--- config.mk ---
export PLATFORM = sky130hd
export DESIGN_NAME = acq_gate_ctrl
export DESIGN_NICKNAME = d
export VERILOG_FILES = /design/src/rtl/acq_gate_ctrl.sv
export SDC_FILE = /design/constraint.sdc
export NUM_CORES = 1
export LEC_CHECK = 0
export ABC_AREA = 0
export BUFFER_PORTS_ARGS = -buffer_cell sky130_fd_sc_hd__buf_2
export CORE_MARGIN = 2
export CORE_UTILIZATION = 44
export CTS_BUF_LIST = sky130_fd_sc_hd__clkbuf_8
export CTS_CLUSTER_SIZE = 12
export DETAILED_ROUTE_END_ITERATION = 6
export PLACE_DENSITY = 0.69
export SYNTH_ARGS = -nofsm -noshare
export SYNTH_HDL_FRONTEND = slang
export SYNTH_SLANG_ARGS = --single-unit
--- constraint.sdc ---
create_clock -name clk -period 5.98 [get_ports clk]
set_input_delay 0.299 -clock clk [delete_from_list [all_inputs] [get_ports clk]]
set_output_delay 0.299 -clock clk [all_outputs]
set_load 0.03 [all_outputs]
--- src/rtl/acq_gate_ctrl.sv ---
// rtl/acq_gate_ctrl.sv - multi-channel acquisition gate with timed run, elapsed and event counters
module acq_gate_ctrl #(
  parameter int NCH = 2,
  parameter int DW  = 8,
  parameter int TW  = 32,
  parameter int CW  = 24
) (
  input  logic              clk,
  input  logic              rst_n,
  input  logic              start,
  input  logic              stop,
  input  logic              clr,
  input  logic              mode_timed,
  input  logic [TW-1:0]     run_len,
  input  logic [NCH*DW-1:0] din,
  input  logic [NCH-1:0]    sin,
  output logic [NCH*DW-1:0] dout,
  output logic [NCH-1:0]    sout,
  output logic              clr_out,
  output logic              running,
  output logic              done,
  output logic [TW-1:0]     elapsed,
  output logic [NCH*CW-1:0] ev_cnt
);

  localparam logic [1:0] ST_IDLE = 2'd0;
  localparam logic [1:0] ST_RUN  = 2'd1;
  localparam logic [1:0] ST_DONE = 2'd2;

  logic [1:0]    state;
  logic [1:0]    state_nxt;
  logic          gate;
  logic [TW:0]   el_inc;
  logic [TW-1:0] el_nxt;
  logic          expire;
  logic [CW-1:0] cnt [NCH];

  assign gate    = (state == ST_RUN);
  assign running = gate;
  assign done    = (state == ST_DONE);
  assign dout    = din;
  assign sout    = sin & {NCH{gate}};

  // One extra bit so elapsed+1 never wraps when compared against run_len.
  assign el_inc = {1'b0, elapsed} + {{TW{1'b0}}, 1'b1};
  assign el_nxt = (&elapsed) ? elapsed : el_inc[TW-1:0];

  // A zero run_len means the timed run never ends on its own.
  assign expire = mode_timed && (run_len != '0) && (el_inc >= {1'b0, run_len});

  // Next-state selection: clr beats stop beats start; expiry only acts from RUN.
  always_comb begin
    state_nxt = state;
    if (clr) begin
      state_nxt = ST_RUN;
    end else if (stop) begin
      state_nxt = ST_IDLE;
    end else begin
      case (state)
        ST_IDLE: if (start) state_nxt = ST_RUN;
        ST_RUN:  if (expire) state_nxt = ST_DONE;
        ST_DONE: if (start && !expire) state_nxt = ST_RUN;
        default: state_nxt = ST_IDLE;
      endcase
    end
  end

  // State register and the one-cycle clear pulse towards the correlator core.
  always_ff @(posedge clk or negedge rst_n) begin
    if (!rst_n) begin
      state   <= ST_IDLE;
      clr_out <= 1'b0;
    end else begin
      state   <= state_nxt;
      clr_out <= clr;
    end
  end

  // Elapsed gated-cycle counter, saturating; zeroed by clr.
  always_ff @(posedge clk or negedge rst_n) begin
    if (!rst_n) begin
      elapsed <= '0;
    end else if (clr) begin
      elapsed <= '0;
    end else if (gate) begin
      elapsed <= el_nxt;
    end
  end

  // Per-channel saturating event counters; only gated strobes are counted.
  always_ff @(posedge clk or negedge rst_n) begin
    if (!rst_n) begin
      for (int k = 0; k < NCH; k++) cnt[k] <= '0;
    end else if (clr) begin
      for (int k = 0; k < NCH; k++) cnt[k] <= '0;
    end else if (gate) begin
      for (int k = 0; k < NCH; k++) begin
        if (sin[k] && !(&cnt[k])) cnt[k] <= cnt[k] + CW'(1);
      end
    end
  end

  genvar g;
  generate
    for (g = 0; g < NCH; g++) begin : g_pack
      assign ev_cnt[g*CW +: CW] = cnt[g];
    end
  endgenerate

endmodule
==> results.toml <==
[yosys]
syn_inst = 659
async_flop_share_pct = 100.0
synth_nets = 750
yosys_warnings = 0
synth-edff-count = 0
ys_types = 45
ys_seq_elements = 83
ys_seq_area_share_pct = 36.91
synth-main-ff-cell = "dfrtp_1"
avgSynthCellArea_um2 = 8.538
synth_area_um2 = 5627

[sta]
rsz0062_at_grt = "no"
hold_slack_ns = 0.2342
period_minus_slack_ns = 3.356
max_slew_margin_pct = 30.26
fin_skew_ns = 0.008771
max_freq_ghz = 0.2979
setup_viol = 0
worst_pin_slew_ns = 1.046
setup_tns_ns = 0
final_max_slew_viol_count = 0
hold_violations = 0
setup_ws_ns = 2.624
post-route-period-util_pct = 56.13

[place]
dp_hpwl_mm = 10.36
pre_cts_ws_ns = 2.641
gp_congestion = 0.8732
io_buffers = 124

[floorplan]
core_area_um2 = 12570
num_rows = 41
die_h_um = 117.1
ios = 157
die_w_um = 117.1
initial_core_util_pct = 44.77
dieArea_um2 = 13710

[critical_path]
critical_path_buf_inv_count = 0
cp_top_family = "simple AND/OR/NAND/NOR gates"
slowest_delay_ns = 0.49
start_kind = "flip-flop"
crit_chain = "ha_1, nand3_1, nor3_1, nand3_1, xnor2_1, ha_1, nand4_1, nor4_1, o311ai_0, nand4_1, a2111o_1, nand2_1"
critPathMaxFanout = 8
cp.required_ns = 6.23
path_class = "reg2reg"
end_kind = "flip-flop"
critical_path_arrival_ns = 3.61
slowest_stage = "nor3_1"

[final_layout]
drive_gt1_share_pct = 19.69
area_growth_pct = 14.83
nNetsFinal = 853
diodes = 0

[route]
via_count = 4995
postRouteAntennaNets = 0
drtIter0Drc = 304
drc = 0
avgRoutedWirePerCell_um = 14.88
wl_mm = 13.97
vias_per_cell = 5.319
drt_first_pass_iters = 4

[clock_tree]
clkTransAtPathRegs_ns = 0.09
cts_resized = 0
tritoncts = "built"
clock_path_buffers = 2
insertion_delay_ns = 0.36
ctsHtreeMaxLevel = 3
cts_made_buffers = 9
root_buffer = "clkbuf_8"
cts.sinks = 83

[global_routing]
grtUsageTotal_pct = 21.03
grt_pass1_vias = 4753
grt_first_pass_wirelength_mm = 22.85
overflow = 0
grt_max_degree = 85
antenna_found_initial = 0

[pwr]
ir_drop_v = 0.0001145
power.density_nw_per_um2 = 164.6
total_power_w = 0.001064
leakagePower_nw = 3.121

[run_status]
status = "finished, final reports clean"

[run]
maxCapViolations = 0

[hold_path]
hold_class = "in2reg"
per-stage QoR:
step	util (%)	instances	cell area, µm²
2_1_floorplan	-	659	5627
3_3_place_gp	49.99	922	6282
3_5_place_dp	49.99	922	6282
4_1_cts	51.41	939	6461
5_1_grt	51.41	939	6461
6_report	51.41	939	6461
synthesized netlist by cell type (7+ instances only):
| cell type | instances | area [µm²] |
|---|---|---|
| a21oi_1 | 33 | 165.2 |
| and3_1 | 11 | 68.82 |
| and4_1 | 7 | 61.31 |
| buf_4 | 16 | 120.1 |
| clkbuf_1 | 15 | 56.30 |
| dfrtp_1 | 83 | 2077 |
| ha_1 | 35 | 437.9 |
| inv_1 | 42 | 157.7 |
| nand2_1 | 55 | 206.5 |
| nand3_1 | 28 | 140.1 |
| nand4_1 | 30 | 187.7 |
| nor2_1 | 83 | 311.6 |
| nor3_1 | 25 | 125.1 |
| nor4_1 | 18 | 112.6 |
| o21ai_0 | 26 | 130.1 |
| or3_1 | 18 | 112.6 |
| xnor2_1 | 59 | 516.8 |
| xor2_1 | 30 | 262.8 |
what timing repair did:
action	in CTS	in global routing
hold buffers	1	0
buffers inserted	0	0
endpoints found under the hold margin	1	0
where the power goes:
| group | internal (W) | total (W) | switching, W |
|---|---|---|---|
| clock | 0.000149 | 0.000365 | 0.000216 |
| sequential | 0.000567 | 0.000576 | 0.00000913 |
| combinational | 0.0000389 | 0.000122 | 0.0000831 |
| total | 0.000755 | 0.00106 | 0.000308 |
metal layers:
| metal | global-route usage [%] | vias up | wire (µm) |
|---|---|---|---|
| met5 | 0 | - | 0 |
| met4 | 6.824 | 0 | 229 |
| met3 | 4.119 | 22 | 802 |
| met2 | 34.10 | 146 | 6620 |
| met1 | 28.44 | 2354 | 6318 |
| li1 | - | 2473 | - |
cells in the final DEF (no fill, tap or decap), types with 2 or more instances in the layout:
cell type,count
clkinv_2,2
and4_1,7
nor2b_1,3
o21ai_0,26
nand4_1,30
and2_1,5
xnor2_1,59
inv_1,43
nor4_1,18
a21oi_1,33
nor2_1,83
o31a_1,2
ha_1,35
nor3_1,25
nor4b_1,3
a21o_1,4
clkinvlp_4,3
buf_4,5
dfrtp_1,83
or3_1,18
nand3_1,28
and3_1,11
clkbuf_8,9
a221oi_1,2
buf_2,123
nand2_1,55
xor2_1,30
or4_1,2
final timing paths:
kind	from	to	slack, ns	depth (start not counted)
worst max register to register	elapsed[0]$_DFFE_PN0P_	state[0]$_DFFE_PN0P_	2.62	12
worst min register to register	ev_cnt[47]$_DFFE_PN0P_	ev_cnt[47]$_DFFE_PN0P_	0.57	2
max in group asynchronous	rst_n	elapsed[27]$_DFFE_PN0P_	4.55	3
min in group asynchronous	rst_n	ev_cnt[17]$_DFFE_PN0P_	0.25	2
worst min-delay path	start	state[1]$_DFFE_PN0P_	0.23	3
worst max-delay path	elapsed[0]$_DFFE_PN0P_	state[0]$_DFFE_PN0P_	2.62	12
area by class of cell:
cell class              instances  area (µm²)
clock buffers                   9       123.9
clock inverters                 7       45.04
fillers                      1223        6107
inverters                      42       157.7
multi-input cells             497        3179
flip-flops and latches         83        2077
well taps                     172       215.2
repair buffers                129       663.1
flip-flops by register name, summed over array words and instances, names as in the netlist:
name / count
clr_out: 1
elapsed: 32
ev_cnt: 48
state: 2
cell families (layout without fill, tap and decap cells):
group                    Yosys count  after routing  synth area share, %
AO/OA/AOI/OAI                     74             74                7.539
XOR/XNOR                          89             89                13.85
adder cells (fa/ha/maj)           35             35                7.783
buffers and inverters             79            187                6.582
flip-flops                        83             83                36.91
multiplexers                       1              1               0.1779
AND/OR/NAND/NOR                  298            298                27.15
worst register-to-register path, delay by kind of cell (launching register included):
kind	cells	cell delay, ns
AOI/OAI and AO/OA	2	0.36
xor gates and xnor gates	1	0.16
adders and majority gates	2	0.59
DFF	1	0.47
and+or+nand+nor	7	1.67
Power figures use the tool's default switching activity.
